`src/rtl/pipeline_hazard_ctrl_if.sv`:
```
// Signal bundle between the datapath and the stall/flush sequencer.
// With HAZ_PERF_EN defined the bundle also carries the stall/flush perf counters.
interface pipeline_hazard_ctrl_if #(
  parameter int REG_W = 5
`ifdef HAZ_PERF_EN
  , parameter int CNT_W = 32
`endif
);
  logic             ihit;
  logic             dhit;
  logic             mem_dREN;
  logic             mem_dWEN;
  logic             ex_MemtoReg;
  logic [REG_W-1:0] ex_rw;
  logic [REG_W-1:0] id_rs;
  logic [REG_W-1:0] id_rt;
  logic             branch_taken;
  logic             halt_ex;

  logic             pc_en;
  logic             ifid_en;
  logic             ifid_flush;
  logic             idex_en;
  logic             idex_flush;
  logic             exmem_en;
  logic             exmem_flush;
  logic             memwb_en;
  logic             memwb_flush;
  logic             halt;
  logic [2:0]       state_o;
`ifdef HAZ_PERF_EN
  logic [CNT_W-1:0] stall_cnt;
  logic [CNT_W-1:0] flush_cnt;
`endif

  // The datapath side drives hazard status and consumes latch controls.
  modport master (
    output ihit, dhit, mem_dREN, mem_dWEN, ex_MemtoReg, ex_rw, id_rs, id_rt,
           branch_taken, halt_ex,
    input  pc_en, ifid_en, ifid_flush, idex_en, idex_flush, exmem_en, exmem_flush,
           memwb_en, memwb_flush, halt, state_o
`ifdef HAZ_PERF_EN
    , input stall_cnt, flush_cnt
`endif
  );

  modport slave (
    input  ihit, dhit, mem_dREN, mem_dWEN, ex_MemtoReg, ex_rw, id_rs, id_rt,
           branch_taken, halt_ex,
    output pc_en, ifid_en, ifid_flush, idex_en, idex_flush, exmem_en, exmem_flush,
           memwb_en, memwb_flush, halt, state_o
`ifdef HAZ_PERF_EN
    , output stall_cnt, flush_cnt
`endif
  );
endinterface

```
`src/rtl/pipeline_hazard_ctrl.sv`:
```
// Stall/flush sequencer for the 5-stage pipeline: dcache waits, load-use bubbles,
// branch flushes, icache misses and halt drain. HAZ_PERF_EN adds perf counters.
module pipeline_hazard_ctrl #(
  parameter int REG_W        = 5,
  parameter int DRAIN_CYCLES = 2
`ifdef HAZ_PERF_EN
  , parameter int CNT_W      = 32
`endif
) (
  input logic                   CLK,
  input logic                   nRST,
  pipeline_hazard_ctrl_if.slave hz
);
  localparam logic [2:0] RUN     = 3'd0;
  localparam logic [2:0] MEMWAIT = 3'd1;
  localparam logic [2:0] LDSTALL = 3'd2;
  localparam logic [2:0] DRAIN   = 3'd3;
  localparam logic [2:0] HALTED  = 3'd4;
  localparam int DC_W = (DRAIN_CYCLES < 1) ? 1 : $clog2(DRAIN_CYCLES + 1);

  logic [2:0]      state, stateNext;
  logic [DC_W-1:0] drainCnt, drainCntNext, drainDec;
  logic            fromDrain, fromDrainNext;
  logic            memWait, loadUse, drainDone, frozen, killAll;
  logic            pcEn, ifidEn, ifidFlush, idexEn, idexFlush;
  logic            exmemEn, exmemFlush, memwbEn, memwbFlush;

  assign memWait   = (hz.mem_dREN || hz.mem_dWEN) && !hz.dhit;
  assign loadUse   = hz.ex_MemtoReg && (hz.ex_rw != REG_W'(0)) &&
                     ((hz.ex_rw == hz.id_rs) || (hz.ex_rw == hz.id_rt));
  assign drainDone = (drainCnt <= DC_W'(1));
  assign drainDec  = drainDone ? '0 : drainCnt - DC_W'(1);
  assign killAll   = !nRST || (state == HALTED);

  // Priority-ordered hazard resolution; frozen/killAll overlays are applied last.
  always_comb begin
    stateNext     = state;
    drainCntNext  = drainCnt;
    fromDrainNext = fromDrain;
    frozen        = 1'b0;
    pcEn          = 1'b1;
    ifidEn        = 1'b1;
    ifidFlush     = 1'b0;
    idexEn        = 1'b1;
    idexFlush     = 1'b0;
    exmemEn       = 1'b1;
    exmemFlush    = 1'b0;
    memwbEn       = 1'b1;
    memwbFlush    = 1'b0;
    case (state)
      RUN, LDSTALL: begin
        stateNext = RUN;
        if (memWait) begin
          frozen        = 1'b1;
          stateNext     = MEMWAIT;
          fromDrainNext = 1'b0;
        end else if (hz.branch_taken) begin
          ifidFlush = 1'b1;
          idexFlush = 1'b1;
        end else if ((state == RUN) && hz.halt_ex) begin
          pcEn         = 1'b0;
          ifidFlush    = 1'b1;
          idexFlush    = 1'b1;
          drainCntNext = DC_W'(DRAIN_CYCLES);
          stateNext    = (DRAIN_CYCLES == 0) ? HALTED : DRAIN;
        end else if ((state == RUN) && loadUse) begin
          pcEn      = 1'b0;
          ifidEn    = 1'b0;
          idexFlush = 1'b1;
          stateNext = LDSTALL;
        end else if (!hz.ihit) begin
          pcEn      = 1'b0;
          ifidFlush = 1'b1;
        end
      end
      MEMWAIT: begin
        // The dhit cycle advances the pipe, so it also counts toward the drain.
        if (!hz.dhit) begin
          frozen = 1'b1;
        end else if (fromDrain) begin
          drainCntNext = drainDec;
          stateNext    = drainDone ? HALTED : DRAIN;
        end else begin
          stateNext = RUN;
        end
      end
      DRAIN: begin
        if (memWait) begin
          frozen        = 1'b1;
          stateNext     = MEMWAIT;
          fromDrainNext = 1'b1;
        end else begin
          pcEn         = 1'b0;
          ifidFlush    = 1'b1;
          idexFlush    = 1'b1;
          drainCntNext = drainDec;
          stateNext    = drainDone ? HALTED : DRAIN;
        end
      end
      HALTED: stateNext = HALTED;
      default: begin
        frozen    = 1'b1;
        stateNext = RUN;
      end
    endcase
    if (frozen || killAll) begin
      pcEn    = 1'b0;
      ifidEn  = 1'b0;
      idexEn  = 1'b0;
      exmemEn = 1'b0;
      memwbEn = 1'b0;
    end
    if (killAll) begin
      ifidFlush  = 1'b1;
      idexFlush  = 1'b1;
      exmemFlush = 1'b1;
      memwbFlush = 1'b1;
    end
  end

  // Sequencer state; reset abandons any stall or drain in progress.
  always_ff @(posedge CLK or negedge nRST) begin
    if (!nRST) begin
      state     <= RUN;
      drainCnt  <= '0;
      fromDrain <= 1'b0;
    end else begin
      state     <= stateNext;
      drainCnt  <= drainCntNext;
      fromDrain <= fromDrainNext;
    end
  end

  assign hz.pc_en       = pcEn;
  assign hz.ifid_en     = ifidEn;
  assign hz.ifid_flush  = ifidFlush;
  assign hz.idex_en     = idexEn;
  assign hz.idex_flush  = idexFlush;
  assign hz.exmem_en    = exmemEn;
  assign hz.exmem_flush = exmemFlush;
  assign hz.memwb_en    = memwbEn;
  assign hz.memwb_flush = memwbFlush;
  assign hz.halt        = nRST && (state == HALTED);
  assign hz.state_o     = state;

`ifdef HAZ_PERF_EN
  logic [CNT_W-1:0] stallCnt, flushCnt;
  logic             flushEvent;

  assign flushEvent = ((state == RUN) || (state == LDSTALL)) && !memWait && hz.branch_taken;

  // Saturating counters of lost fetch cycles and branch flushes.
  always_ff @(posedge CLK or negedge nRST) begin
    if (!nRST) begin
      stallCnt <= '0;
      flushCnt <= '0;
    end else begin
      if (!pcEn && (state != HALTED) && (stallCnt != '1))
        stallCnt <= stallCnt + CNT_W'(1);
      if (flushEvent && (flushCnt != '1))
        flushCnt <= flushCnt + CNT_W'(1);
    end
  end

  assign hz.stall_cnt = stallCnt;
  assign hz.flush_cnt = flushCnt;
`endif
endmodule

```
`src/flat_wrapper.sv`:
```
// flat-port wrapper written by rule: the top's interface ports become plain ports
module pipeline_hazard_ctrl_flat 
#(
  parameter int REG_W        = 5,
  parameter int DRAIN_CYCLES = 2

)
  (CLK, nRST, hz_ihit, hz_dhit, hz_mem_dREN, hz_mem_dWEN, hz_ex_MemtoReg, hz_ex_rw, hz_id_rs, hz_id_rt, hz_branch_taken, hz_halt_ex, hz_pc_en, hz_ifid_en, hz_ifid_flush, hz_idex_en, hz_idex_flush, hz_exmem_en, hz_exmem_flush, hz_memwb_en, hz_memwb_flush, hz_halt, hz_state_o);
  pipeline_hazard_ctrl_if #(.REG_W(REG_W)) hz_i ();
  input logic CLK;
  input logic nRST;
  input wire logic [$bits(hz_i.ihit)-1:0] hz_ihit;
  input wire logic [$bits(hz_i.dhit)-1:0] hz_dhit;
  input wire logic [$bits(hz_i.mem_dREN)-1:0] hz_mem_dREN;
  input wire logic [$bits(hz_i.mem_dWEN)-1:0] hz_mem_dWEN;
  input wire logic [$bits(hz_i.ex_MemtoReg)-1:0] hz_ex_MemtoReg;
  input wire logic [$bits(hz_i.ex_rw)-1:0] hz_ex_rw;
  input wire logic [$bits(hz_i.id_rs)-1:0] hz_id_rs;
  input wire logic [$bits(hz_i.id_rt)-1:0] hz_id_rt;
  input wire logic [$bits(hz_i.branch_taken)-1:0] hz_branch_taken;
  input wire logic [$bits(hz_i.halt_ex)-1:0] hz_halt_ex;
  output wire logic [$bits(hz_i.pc_en)-1:0] hz_pc_en;
  output wire logic [$bits(hz_i.ifid_en)-1:0] hz_ifid_en;
  output wire logic [$bits(hz_i.ifid_flush)-1:0] hz_ifid_flush;
  output wire logic [$bits(hz_i.idex_en)-1:0] hz_idex_en;
  output wire logic [$bits(hz_i.idex_flush)-1:0] hz_idex_flush;
  output wire logic [$bits(hz_i.exmem_en)-1:0] hz_exmem_en;
  output wire logic [$bits(hz_i.exmem_flush)-1:0] hz_exmem_flush;
  output wire logic [$bits(hz_i.memwb_en)-1:0] hz_memwb_en;
  output wire logic [$bits(hz_i.memwb_flush)-1:0] hz_memwb_flush;
  output wire logic [$bits(hz_i.halt)-1:0] hz_halt;
  output wire logic [$bits(hz_i.state_o)-1:0] hz_state_o;
  assign hz_i.ihit = hz_ihit;
  assign hz_i.dhit = hz_dhit;
  assign hz_i.mem_dREN = hz_mem_dREN;
  assign hz_i.mem_dWEN = hz_mem_dWEN;
  assign hz_i.ex_MemtoReg = hz_ex_MemtoReg;
  assign hz_i.ex_rw = hz_ex_rw;
  assign hz_i.id_rs = hz_id_rs;
  assign hz_i.id_rt = hz_id_rt;
  assign hz_i.branch_taken = hz_branch_taken;
  assign hz_i.halt_ex = hz_halt_ex;
  assign hz_pc_en = hz_i.pc_en;
  assign hz_ifid_en = hz_i.ifid_en;
  assign hz_ifid_flush = hz_i.ifid_flush;
  assign hz_idex_en = hz_i.idex_en;
  assign hz_idex_flush = hz_i.idex_flush;
  assign hz_exmem_en = hz_i.exmem_en;
  assign hz_exmem_flush = hz_i.exmem_flush;
  assign hz_memwb_en = hz_i.memwb_en;
  assign hz_memwb_flush = hz_i.memwb_flush;
  assign hz_halt = hz_i.halt;
  assign hz_state_o = hz_i.state_o;
  pipeline_hazard_ctrl #(.REG_W(REG_W), .DRAIN_CYCLES(DRAIN_CYCLES)) u_core (.CLK(CLK), .nRST(nRST), .hz(hz_i));
endmodule
```
`config.mk`:
```
export PLATFORM = sky130hd
export DESIGN_NAME = pipeline_hazard_ctrl_flat
export DESIGN_NICKNAME = d
export VERILOG_FILES = /design/src/rtl/pipeline_hazard_ctrl_if.sv /design/src/rtl/pipeline_hazard_ctrl.sv /design/src/flat_wrapper.sv
export SDC_FILE = /design/constraint.sdc
export NUM_CORES = 1
export LEC_CHECK = 0
export BUFFER_PORTS_ARGS = -buffer_cell sky130_fd_sc_hd__buf_2
export CAP_MARGIN = 20
export CORE_AREA = 10 10 54 56
export DETAILED_ROUTE_END_ITERATION = 8
export DIE_AREA = 0 0 64 66
export PLACE_DENSITY = 0.7
export SLEW_MARGIN = 20
export SYNTH_ARGS = -nofsm -noshare
export SYNTH_HDL_FRONTEND = slang
export SYNTH_SLANG_ARGS = --single-unit
export TNS_END_PERCENT = 10
```
`constraint.sdc`:
```
create_clock -name CLK -period 1.8 [get_ports CLK]
set_clock_uncertainty 0.15 [all_clocks]
set_input_delay 0.36 -clock CLK [delete_from_list [all_inputs] [get_ports CLK]]
set_output_delay 0.36 -clock CLK [all_outputs]
set_load 0.02 [all_outputs]
```
Word-level counts from Yosys, hierarchy flattened
Index checks and enable logic that the tools add are counted.

$add $sub $neg: 1. Reductions and logical operators: 20. Equal/unequal tests: 14. Magnitude comparators: 1. Multiplexer cells: 52.

Operators by type and width (number): 2-to-1 mux 1 bit (30); 2-to-1 mux 3 bit (7); 2-to-1 mux 2 bit (8); case mux 3 bit (4 select lines) (1); == test 5 bit (2); != test 2 x 1 -> 1 bit (second input constant) (4); != test 2 bit (second input constant) (4); case mux 1 bit (2 select lines) (4); AND reduction 7 bit (1); == test 3 x 2 -> 1 bit (second input constant) (2); logical AND 1 bit (6); case mux 2 bit (3 select lines) (1); nonzero test 5 bit (1); logical OR 1 bit (4); == test 3 x 1 -> 1 bit (second input constant) (1); == test 3 bit (second input constant) (1); zero test 3 bit (1); case mux 1 bit (3 select lines) (1); AND reduction 3 bit (1); nonzero test 3 bit (1); OR reduction 3 bit (1); <= comparator 2 x 1 -> 1 bit (second input constant) (1); zero test 1 bit (2); nonzero test 2 bit (1); 2 further kinds (2).

Logic and storage cells: 91. Register bits: 6.

Longest topological paths before layout
Gate-level depths: netlist of the first run.

Depth after elaboration: 10. Mapped depth: 6.

Worst setup path before layout of the first run
Ideal clock, no wire load.

Path type: reg-to-output. Start: register u_core.state[2] (netlist: u_core.hz.state_o[2]). End: output port hz_ifid_flush. Required time: 1.290 ns. Buffers on the path: 0. Data arrival time: 1.534 ns. Slack: -0.244 ns. Stages on the path, launching flop included: 6. Cell sequence: dfrtp_1 > or3b_1 > o211ai_2 > nor3_1 > nor3b_1 > nor2_1.

Longest elaborated chain between the ends: 8.

Ends and longest elaborated chain: start: declaration (RTL line pipeline_hazard_ctrl.sv:21) `logic [2:0] state, stateNext;`; start signal: assignment (RTL line pipeline_hazard_ctrl.sv:128) `state <= stateNext;`; zero test 3 bit (RTL line pipeline_hazard_ctrl.sv:50, pipeline_hazard_ctrl.sv:60, pipeline_hazard_ctrl.sv:66); logical AND 1 bit (RTL line pipeline_hazard_ctrl.sv:66) `end else if ((state == RUN) && loadUse) begin`; 2-to-1 mux 1 bit (RTL line pipeline_hazard_ctrl.sv:66); 2-to-1 mux 1 bit (RTL line pipeline_hazard_ctrl.sv:60) `end else if ((state == RUN) && hz.halt_ex) begin`; 2-to-1 mux 1 bit (RTL line pipeline_hazard_ctrl.sv:57) `end else if (hz.branch_taken) begin`; 2-to-1 mux 1 bit (RTL line pipeline_hazard_ctrl.sv:53) `if (memWait) begin`; case mux 1 bit (2 select lines) (RTL line pipeline_hazard_ctrl.sv:50) `case (state)`; 2-to-1 mux 1 bit * (RTL line pipeline_hazard_ctrl.sv:113) `if (killAll) begin`; end: declaration (RTL line flat_wrapper.sv:24) `output wire logic [$bits(hz_i.ifid_flush)-1:0] hz_ifid_flush;`.

Every way passes the cells marked *; elsewhere a longest branch is shown, timed or not.

Worst setup path after layout of the first run
Start: input port hz_ex_rw[3]. End: output port hz_idex_flush.

Longest elaborated chain between the ends: 10.

Ends and longest elaborated chain: start: declaration (RTL line flat_wrapper.sv:17) `input wire logic [$bits(hz_i.ex_rw)-1:0] hz_ex_rw;`; == test 5 bit / nonzero test 5 bit (equally long branches) (RTL line pipeline_hazard_ctrl.sv:30, pipeline_hazard_ctrl.sv:29); logical OR 1 bit / logical AND 1 bit (equally long branches) (RTL line pipeline_hazard_ctrl.sv:30, pipeline_hazard_ctrl.sv:29); logical AND 1 bit * (RTL line pipeline_hazard_ctrl.sv:29) `assign loadUse = hz.ex_MemtoReg && (hz.ex_rw != REG_W'(0)) &&`; logical AND 1 bit * (RTL line pipeline_hazard_ctrl.sv:66); 2-to-1 mux 1 bit * (RTL line pipeline_hazard_ctrl.sv:66); 2-to-1 mux 1 bit * (RTL line pipeline_hazard_ctrl.sv:60); 2-to-1 mux 1 bit * (RTL line pipeline_hazard_ctrl.sv:57); 2-to-1 mux 1 bit * (RTL line pipeline_hazard_ctrl.sv:53); case mux 1 bit (2 select lines) * (RTL line pipeline_hazard_ctrl.sv:50); 2-to-1 mux 1 bit * (RTL line pipeline_hazard_ctrl.sv:113); end: declaration (RTL line flat_wrapper.sv:26) `output wire logic [$bits(hz_i.idex_flush)-1:0] hz_idex_flush;`.

Marks and branches as above.

==> results.py, run 1 <==
metrics = {
    "min_path": {
        "worstHoldPathCells": 1,
        "worstHoldPathType": "flip-flop to flip-flop",
        "min_to": "u_core.drainCnt[0]$_DFFE_PN0P_",
        "min_from": "u_core.drainCnt[0]$_DFFE_PN0P_",
    },
    "clock_tree": {
        "clock_latency_ns": 0.25,
        "cts_tree": "done",
        "clock-sinks": 6,
        "htree_levels": 1,
        "root_buffer": "clkbuf_4",
        "clockBufferDepth": 2,
        "cts-buffers-inserted": 3,
        "clk_pin_slew_ns": 0.04,
    },
    "setup_path": {
        "critPathTopFamily": "compound AO/OA/AOI/OAI gates",
        "cp_data_required_time_ns": 1.29,
        "rrSetupSlack_ns": 0.07,
        "crit_chain": "buf_6 > or4_4 > o211ai_4 > o21ai_2 > a21o_1 > buf_6",
        "critical_path_class": "input pin to output port",
        "cp.arrival_ns": 1.68,
        "end_kind": "output port",
        "reg2reg_depth": 6,
        "critPathMostFrequentCell": "buf_6",
        "start_kind": "input pin",
        "worstReg2RegStart": "u_core.hz.state_o[1]$_DFFE_PN0N_",
        "cpPeakStageDelay_ns": 0.54,
        "path_max_fanout": 4,
        "critical_path_depth": 6,
        "critPathBufInv": 2,
        "slowest_stage": "or4_4",
        "r2r_end": "u_core.drainCnt[0]$_DFFE_PN0P_",
    },
    "global_routing": {
        "grt_pass1_vias": 865,
        "grt_pass1_wl_mm": 3.88,
        "grt_usage": 0.110,
        "globalRoute.totalOverflow": 0,
        "grt_start_max_net_pins": 9,
        "antenna_found_initial": 0,
    },
    "floorplan": {
        "dieHeight_um": 66,
        "ioPinCount": 37,
        "dieArea_um2": 4220,
        "fp-row-count": 16,
        "core_region_area_um2": 1900,
        "initial_core_util": 0.368,
        "die_w_um": 64,
    },
    "synth": {
        "synth_edf_count": 0,
        "ys_seq_area_frac": 0.214,
        "yosys_warnings": 0,
        "synth_ff_type": "dfrtp_1",
        "async_flop_share": 1.00,
        "synth_commonest_cells": "xor2_1, nor2_1, nand2_1",
        "syn_nets": 113,
        "synth.most_common_cell": "xor2_1",
        "synthTopCellsByArea": "dfrtp_1, xor2_1, buf_4",
        "netlist_area_um2": 701,
        "synth_cell_types": 39,
        "synth-seq-cells": 6,
        "yosys.area.top_type": "dfrtp_1",
        "netlist.area_leader.share": 0.214,
        "synthCells": 89,
        "syn_avg_cell_area_um2": 7.87,
    },
    "cells_and_area": {
        "register_area_um2": 154,
        "final_nets": 169,
        "antenna_cells": 0,
        "stdcell_count": 171,
        "fill_cells": 157,
        "area_growth_pct": 64.6,
        "multi_input_area_um2": 546,
        "utilization": 0.607,
        "layout-drive-gt1-share": 0.556,
    },
    "detailed_routing": {
        "drt_iter0_markers": 56,
        "drc": 0,
        "routedWlPerCell_um": 14.5,
        "vias_per_cell": 5.02,
        "vias": 859,
        "postRouteWirelength_mm": 2.49,
        "ant_nets": 0,
        "dr.pass1.iters": 4,
    },
    "timing": {
        "relSlewSlack": 0.760,
        "period_share": 1.22,
        "setup_slack_ns": -0.393,
        "hold_violations": 0,
        "period_minus_slack_ns": 2.19,
        "rsz0062_at_grt": "true",
        "worst_slew_pin_slew_ns": 0.360,
        "final-max-slew-violation-count": 0,
        "fmax_ghz": 0.456,
        "setup_viol": 10,
    },
    "placement": {
        "gp_congestion": 0.893,
        "dp_hpwl_mm": 2.04,
        "placement.io_buffers": 36,
        "dp.cells": 165,
    },
    "power_and_ir_drop": {
        "power.density_nw_per_um2": 995,
        "vdd_drop_max_mv": 0.644,
        "p_leak_nw": 0.575,
    },
    "run_status": {
        "status": "finished with violations",
        "violations": "negative setup slack",
    },
    "flow_run": {
        "cap_violations": 0,
    },
}
repair_timing:
| item | 4_1_cts | 5_1_grt |
|---|---|---|
| gates resized for setup | 9 | 10 |
| hold endpoints to repair | 6 | 0 |
| pin swaps | 0 | 5 |
| buffers inserted | 1 | 0 |
| hold buffers | 1 | 0 |
| setup endpoints to repair | 10 | 11 |
layout by cell type (no fill, tap or decap), drive strengths merged, types with 3 or more instances in the layout:
| cell type | netlist | layout |
|---|---|---|
| clkbuf | 1 | 4 |
| nor3 | 6 | 6 |
| nor2 | 8 | 8 |
| buf | 6 | 57 |
| xor2 | 10 | 10 |
| dfrtp | 6 | 6 |
| nand2 | 7 | 7 |
| nand3 | 3 | 3 |
| o21ai | 6 | 6 |
| inv | 3 | 3 |
layer usage:
metal | share of wire | global-route usage | vias to the layer above
met5 | 0 | 0 | -
met4 | 0.0068 | 0.0328 | 0
li1 | - | - | 428
met3 | 0.083 | 0.0356 | 2
met2 | 0.50 | 0.197 | 27
met1 | 0.41 | 0.122 | 402
flip-flops by register name, summed over array words and instances, names as in the netlist:
name               cells
u_core.hz.state_o      3
u_core.fromDrain       1
u_core.drainCnt        2
power breakdown:
group	leakage (nW)	total, mW	switching, mW	internal [mW]
clock network	0.0150	0.135	0.0514	0.0841
logic	0.488	0.767	0.409	0.357
registers	0.0721	0.246	0.0616	0.185
total	0.575	1.15	0.522	0.626
per-stage QoR:
step | hold WS (ns) | area [µm²] | TNS, ns | power, mW | setup WS (ns)
finish | 0.339 | 1150 | -2.59 | 1.15 | -0.393
global route | 0.365 | 1150 | -3.23 | 1.23 | -0.452
CTS | 0.343 | 1110 | -2.69 | 1.12 | -0.386
detailed placement | 0.248 | 1030 | -1.82 | 0.935 | -0.427
global placement | 0.255 | 1030 | -1.52 | 0.912 | -0.326
floorplan | -0.0856 | 712 | -0.427 | 0.675 | -0.127
worst max-delay path by stage:
stage                                     startpoint            end
floorplan                                hz_ex_rw[1]       hz_pc_en
global placement                         hz_ex_rw[1]  hz_ifid_flush
detailed placement                       hz_ex_rw[1]  hz_ifid_flush
CTS                 u_core.hz.state_o[1]$_DFFE_PN0N_  hz_ifid_flush
global route        u_core.hz.state_o[0]$_DFFE_PN0N_  hz_ifid_flush
finish                                   hz_ex_rw[3]  hz_idex_flush
logic make-up (layout without fill, tap and decap cells):
logic type,Yosys count,in the layout,share of synthesized area
AOI/OAI and AO/OA,25,25,0.273
buffers and inverters,10,65,0.0786
DFF,6,6,0.214
xor gates and xnor gates,10,10,0.125
and+or+nand+nor,38,38,0.309
final cells by class:
cell class                      count  share of cell area
Timing Repair Buffer               58               0.332
Clock buffer                        4              0.0228
Multi-Input combinational cell     73               0.473
Sequential cell                     6               0.133
Tap cell                           27              0.0293
Inverter                            3             0.00976
No activity file was read; power rests on OpenSTA's default activity.
==> inputs of run 2 (changes only) <==
--- a/config.mk
+++ b/config.mk
@@ -5,12 +5,13 @@
 export SDC_FILE = /design/constraint.sdc
 export NUM_CORES = 1
 export LEC_CHECK = 0
+export ABC_AREA = 1
 export BUFFER_PORTS_ARGS = -buffer_cell sky130_fd_sc_hd__buf_2
 export CAP_MARGIN = 20
 export CORE_AREA = 10 10 54 56
 export DETAILED_ROUTE_END_ITERATION = 8
 export DIE_AREA = 0 0 64 66
-export PLACE_DENSITY = 0.7
+export PLACE_DENSITY = 0.72
 export SLEW_MARGIN = 20
 export SYNTH_ARGS = -nofsm -noshare
 export SYNTH_HDL_FRONTEND = slang
==> run 2 against run 1 <==
  * The run still ends with negative setup slack left
  * Register-to-register slack about the same
  * Maximum frequency increased by 4.3%
  * Synthesized area increased by 4.6%
  * Global-route usage decreased by 0.073 points
  * Final cell count increased by 25%
  * Clock-buffer cell count unchanged
  * Clock power decreased by 3%
  * Sequential share of layout area decreased by 0.39 points
  * Power increased by 9.4%
  * Final area increased by 3.0%
  * Largest cell class unchanged
==> results.py, run 2 <==
metrics = {
    "run_status": {
        "status": "finished with violations",
        "violations": "negative setup slack",
    },
    "clock_tree": {
        "cts_tree": "done",
        "cts-buffers-inserted": 3,
        "clock-sinks": 6,
        "clk_pin_slew_ns": 0.05,
        "htree_levels": 1,
        "clock_latency_ns": 0.25,
        "root_buffer": "clkbuf_4",
        "clockBufferDepth": 2,
    },
    "setup_path": {
        "cp_data_required_time_ns": 1.29,
        "startpoint": "u_core.hz.state_o[0]$_DFFE_PN0N_",
        "slowest_stage": "dfrtp_2",
        "critical_path_class": "flip-flop to output port",
        "cpPeakStageDelay_ns": 0.44,
        "worstReg2RegStart": "u_core.hz.state_o[1]$_DFFE_PN0N_",
        "crit_chain": "inv_2 > nor2_2 > nand2_2 > nor2_4 > nor2_2 > inv_2 > nor3_4 > inv_1 > a21oi_2 > buf_6",
        "end_kind": "output port",
        "path_max_fanout": 4,
        "start_kind": "flip-flop",
        "cp.arrival_ns": 1.59,
    },
    "detailed_routing": {
        "vias_per_cell": 4.55,
        "postRouteWirelength_mm": 2.43,
        "dr.pass1.iters": 4,
        "drc": 0,
        "drt_iter0_markers": 51,
        "ant_nets": 0,
        "vias": 974,
        "routedWlPerCell_um": 11.3,
    },
    "timing": {
        "period_minus_slack_ns": 2.10,
        "fmax_ghz": 0.476,
        "setup_viol": 9,
        "final-max-slew-violation-count": 0,
        "period_share": 1.17,
        "rsz0062_at_grt": "true",
        "setup_slack_ns": -0.301,
        "worst_slew_pin_slew_ns": 0.265,
        "relSlewSlack": 0.823,
        "hold_violations": 0,
    },
    "floorplan": {
        "initial_core_util": 0.386,
        "fp-row-count": 16,
        "dieArea_um2": 4220,
        "dieHeight_um": 66,
        "core_region_area_um2": 1900,
        "ioPinCount": 37,
        "die_w_um": 64,
    },
    "synth": {
        "synthCells": 128,
        "syn_nets": 152,
        "async_flop_share": 1.00,
        "netlist.area_leader.share": 0.210,
        "yosys_warnings": 0,
        "synth_cell_types": 22,
        "synth-seq-cells": 6,
        "synth.most_common_cell": "nand2_1",
        "netlist_area_um2": 733,
        "synth_commonest_cells": "nand2_1, inv_1, nor2_1",
        "synthTopCellsByArea": "nand2_1, dfrtp_1, inv_1",
        "synth_ff_type": "dfrtp_1",
        "synth_edf_count": 0,
        "ys_seq_area_frac": 0.205,
        "syn_avg_cell_area_um2": 5.73,
        "yosys.area.top_type": "nand2_1",
    },
    "placement": {
        "placement.io_buffers": 36,
        "gp_congestion": 0.901,
        "dp.cells": 208,
        "dp_hpwl_mm": 2.08,
    },
    "flow_run": {
        "cap_violations": 0,
    },
    "cells_and_area": {
        "layout-drive-gt1-share": 0.465,
        "antenna_cells": 0,
        "final_common_cell": "nand2_1",
        "most-common-layout-cells": "nand2_1, buf_2, buf_4, inv_1, nor2_1",
        "largest_register_ffs": 3,
        "area_growth_pct": 62.1,
        "final_nets": 212,
        "utilization": 0.625,
        "stdcell_count": 214,
    },
    "power_and_ir_drop": {
        "p_leak_nw": 0.695,
        "power.density_nw_per_um2": 1060,
        "vdd_drop_max_mv": 0.870,
    },
    "global_routing": {
        "grt_pass1_wl_mm": 3.91,
        "antenna_found_initial": 0,
        "grt_start_max_net_pins": 6,
        "grt_pass1_vias": 974,
        "grt_usage": 0.110,
        "globalRoute.totalOverflow": 0,
    },
    "min_path": {
        "worstHoldPathType": "input pin to asynchronous set/reset pin",
    },
}
==> run 2: cell families after synthesis <==
family                    count (synthesis)  share of synthesized area
buffers and inverters                    27                      0.154
and+or+nand+nor                          75                      0.478
xor gates and xnor gates                  2                     0.0239
AOI/OAI and AO/OA                        18                      0.140
DFF                                       6                      0.205
==> run 2: power breakdown <==
part,switching [mW],internal [mW]
logic,0.493,0.401
registers,0.0503,0.180
clock network,0.0476,0.0839
total,0.591,0.666
==> run 2: area by class of cell <==
| cell class | count | area, µm² |
|---|---|---|
| Tap cell | 27 | 33.8 |
| Sequential cell | 6 | 154 |
| Inverter | 24 | 90.1 |
| Multi-Input combinational cell | 95 | 499 |
| Timing Repair Buffer | 58 | 385 |
| Fill cell | 173 | 713 |
| Clock buffer | 4 | 26.3 |
==> run 2: per-layer routing <==
metal | up-vias | part of all wire | track usage
met1 | 417 | 0.41 | 0.111
met2 | 40 | 0.47 | 0.195
li1 | 515 | - | -
met5 | - | 0 | 0
met3 | 2 | 0.11 | 0.0593
met4 | 0 | 0.0078 | 0.0246
==> run 2: stage by stage <==
stage / worst slack (ns) / area [µm²] / power (mW) / TNS [ns] / hold slack (ns)
final: -0.301 / 1190 / 1.26 / -1.89 / 0.327
after detailed placement: -0.156 / 1080 / 1.05 / -0.520 / 0.00930
after global placement: -0.122 / 1080 / 1.04 / -0.361 / 0.00900
after CTS: -0.332 / 1160 / 1.24 / -2.06 / 0.305
after floorplan: -0.212 / 739 / 0.711 / -0.573 / -0.0856
after global routing: -0.435 / 1190 / 1.37 / -2.94 / 0.321
==> run 2: final timing paths <==
| check | depth (start not counted) | to | slack [ns] |
|---|---|---|---|
| setup / recovery | 10 | hz_pc_en | -0.30 |
| hold / removal | 2 | u_core.hz.state_o[2]$_DFFE_PN0N_ | 0.33 |
| setup reg to reg | 9 | u_core.drainCnt[1]$_DFFE_PN0P_ | 0.07 |
| hold reg to reg | 2 | u_core.drainCnt[0]$_DFFE_PN0P_ | 0.37 |
| max in group asynchronous | 3 | u_core.hz.state_o[1]$_DFFE_PN0N_ | 0.76 |
| min in group CLK | 2 | u_core.drainCnt[0]$_DFFE_PN0P_ | 0.37 |
==> run 2: worst max-delay path, delay by kind of cell (launching register included) <==
| family | cells | cell delay (ns) |
|---|---|---|
| compound gates | 1 | 0.13 |
| flops | 1 | 0.44 |
| simple gates | 5 | 0.44 |
| buf+inv | 4 | 0.33 |
==> run 2: what timing repair did <==
action,CTS,global route
gates resized for setup,14,8
pin swaps,0,0
endpoints found under the setup margin,9,11
buffers inserted,0,0
hold buffers,2,0
hold endpoints to repair,6,0
==> inputs of run 3 (changes only) <==
--- a/config.mk
+++ b/config.mk
@@ -12,6 +12,7 @@
 export DETAILED_ROUTE_END_ITERATION = 8
 export DIE_AREA = 0 0 64 66
 export PLACE_DENSITY = 0.72
+export SETUP_SLACK_MARGIN = 0.2
 export SLEW_MARGIN = 20
 export SYNTH_ARGS = -nofsm -noshare
 export SYNTH_HDL_FRONTEND = slang
==> run 3 against run 2 <==
  * The flow still finishes with violations (negative setup slack)
  * Combinational power grew 0.7%
  * Setup slack got worse by 0.0050 ns
  * Sequential cell count stayed put
  * Clock-buffer cell count unchanged
  * Hold slack worse by 0.0015 ns
  * Final cell count is the same
  * Power rose by 0.48%
==> results.py, run 3 (synthesis gave the netlist of run 2 again) <==
metrics = {
    "timing": {
        "rsz0062_at_grt": "true",
        "worst_slew_pin_slew_ns": 0.263,
        "period_share": 1.17,
        "setup_slack_ns": -0.306,
        "setup_viol": 9,
        "hold_violations": 0,
        "fmax_ghz": 0.475,
        "relSlewSlack": 0.824,
        "final-max-slew-violation-count": 0,
        "period_minus_slack_ns": 2.11,
    },
    "cells_and_area": {
        "stdcell_count": 214,
        "layout-drive-gt1-share": 0.471,
        "largest_register_ffs": 3,
        "most-common-layout-cells": "nand2_1, buf_2, buf_4, inv_1, nor2_1",
        "register_area_um2": 154,
        "area_growth_pct": 63.0,
        "multi_input_area_um2": 502,
        "fill_cells": 171,
        "antenna_cells": 0,
        "final_nets": 212,
        "final_common_cell": "nand2_1",
        "design_area_um2": 1190,
    },
    "global_routing": {
        "grt_usage": 0.110,
        "globalRoute.totalOverflow": 0,
        "grt_pass1_vias": 973,
        "grt_start_max_net_pins": 6,
        "antenna_found_initial": 0,
        "grt_pass1_wl_mm": 3.91,
    },
    "run_status": {
        "violations": "negative setup slack",
        "status": "finished with violations",
    },
    "detailed_routing": {
        "vias_per_cell": 4.55,
        "drt_iter0_markers": 56,
        "drc": 0,
        "routedWlPerCell_um": 11.4,
        "vias": 974,
        "postRouteWirelength_mm": 2.44,
        "dr.pass1.iters": 4,
        "ant_nets": 0,
    },
    "setup_path": {
        "end_kind": "output port",
        "cp.arrival_ns": 1.60,
        "rrSetupSlack_ns": 0.07,
        "reg2reg_depth": 9,
        "cp-endpoint": "hz_pc_en",
        "critical_path_class": "flip-flop to output port",
        "worstReg2RegStart": "u_core.hz.state_o[1]$_DFFE_PN0N_",
        "path_max_fanout": 4,
        "start_kind": "flip-flop",
        "r2r_end": "u_core.drainCnt[1]$_DFFE_PN0P_",
        "startpoint": "u_core.hz.state_o[0]$_DFFE_PN0N_",
        "cp_data_required_time_ns": 1.29,
    },
    "flow_run": {
        "cap_violations": 0,
    },
    "placement": {
        "gp_congestion": 0.901,
        "dpl_worst_slack_ns": -0.156,
        "dp_hpwl_mm": 2.08,
        "placed_area_um2": 1080,
        "dp.cells": 208,
        "placement.io_buffers": 36,
    },
    "floorplan": {
        "die_w_um": 64,
        "ioPinCount": 37,
        "initial_core_util": 0.386,
        "fp-row-count": 16,
        "dieHeight_um": 66,
        "dieArea_um2": 4220,
        "core_region_area_um2": 1900,
    },
    "clock_tree": {
        "htree_levels": 1,
        "clock_latency_ns": 0.25,
        "cts_setup_buffers": 0,
        "clk_pin_slew_ns": 0.05,
        "root_buffer": "clkbuf_4",
        "clockBufferDepth": 2,
        "clock-sinks": 6,
        "cts-buffers-inserted": 3,
        "cts_tree": "done",
    },
    "min_path": {
        "worstHoldPathType": "input pin to asynchronous set/reset pin",
    },
    "power_and_ir_drop": {
        "power_mw": 1.26,
        "power.density_nw_per_um2": 1060,
        "vdd_drop_max_mv": 0.871,
        "p_leak_nw": 0.696,
    },
}
[run 3: cell count changes in the layout (fill, tap and decap cells not counted)]
cell	delta
nand2_2	+1
buf_6	+1
buf_4	-1
nand2_1	-1
[run 3: per-layer routing]
layer	vias up	global-route usage	wire length (µm)
met2	36	0.197	1160
met4	0	0.0246	19
met3	2	0.0576	240
met5	-	0	0
li1	516	-	-
met1	420	0.111	1020
[run 3: power breakdown]
part | internal (mW) | total (mW) | switching [mW] | leakage, nW
sequential | 0.180 | 0.231 | 0.0502 | 0.0755
clock | 0.0839 | 0.132 | 0.0481 | 0.0150
combinational | 0.403 | 0.900 | 0.497 | 0.606
[run 3: area by class of cell]
cell class / instances / share of cell area
Multi-Input combinational cell: 95 / 0.420
Inverter: 24 / 0.0754
Sequential cell: 6 / 0.129
Tap cell: 27 / 0.0283
Clock buffer: 4 / 0.0220
Timing Repair Buffer: 58 / 0.326
[run 3: how the worst min path moves through the flow]
stage / startpoint / endpoint / slack (ns) / cells past startpoint
after CTS: nRST / u_core.hz.state_o[2]$_DFFE_PN0N_ / 0.31 / 2
after global routing: nRST / u_core.hz.state_o[2]$_DFFE_PN0N_ / 0.32 / 2
after detailed placement: nRST / u_core.hz.state_o[2]$_DFFE_PN0N_ / 0.009 / 1
final: nRST / u_core.hz.state_o[2]$_DFFE_PN0N_ / 0.33 / 2
after floorplan: nRST / u_core.drainCnt[0]$_DFFE_PN0P_ / -0.09 / 0
after global placement: nRST / u_core.hz.state_o[2]$_DFFE_PN0N_ / 0.009 / 1
[run 3: through the flow]
step | util | hold slack [ns] | setup TNS, ns
2_1_floorplan | - | -0.0856 | -0.573
3_3_place_gp | 0.568 | 0.00900 | -0.361
3_5_place_dp | 0.568 | 0.00930 | -0.520
4_1_cts | 0.615 | 0.305 | -2.06
5_1_grt | 0.628 | 0.321 | -2.93
6_report | 0.628 | 0.326 | -1.90
[run 3: critical path, stage by stage, from the launching register on]
cell,delay [ns]
dfrtp_2,0.44
inv_2,0.07
nor2_2,0.05
nand2_2,0.10
nor2_4,0.05
nor2_2,0.09
inv_2,0.06
nor3_4,0.15
inv_1,0.07
a21oi_2,0.13
buf_6,0.14
[run 3: timing repair]
| action | in CTS | in global routing |
|---|---|---|
| setup endpoints to repair | 13 | 14 |
| endpoints found under the hold margin | 6 | 0 |
| resized for setup | 17 | 7 |
| hold buffers | 2 | 0 |
| pin swaps | 2 | 0 |
| gates cloned | 0 | 0 |
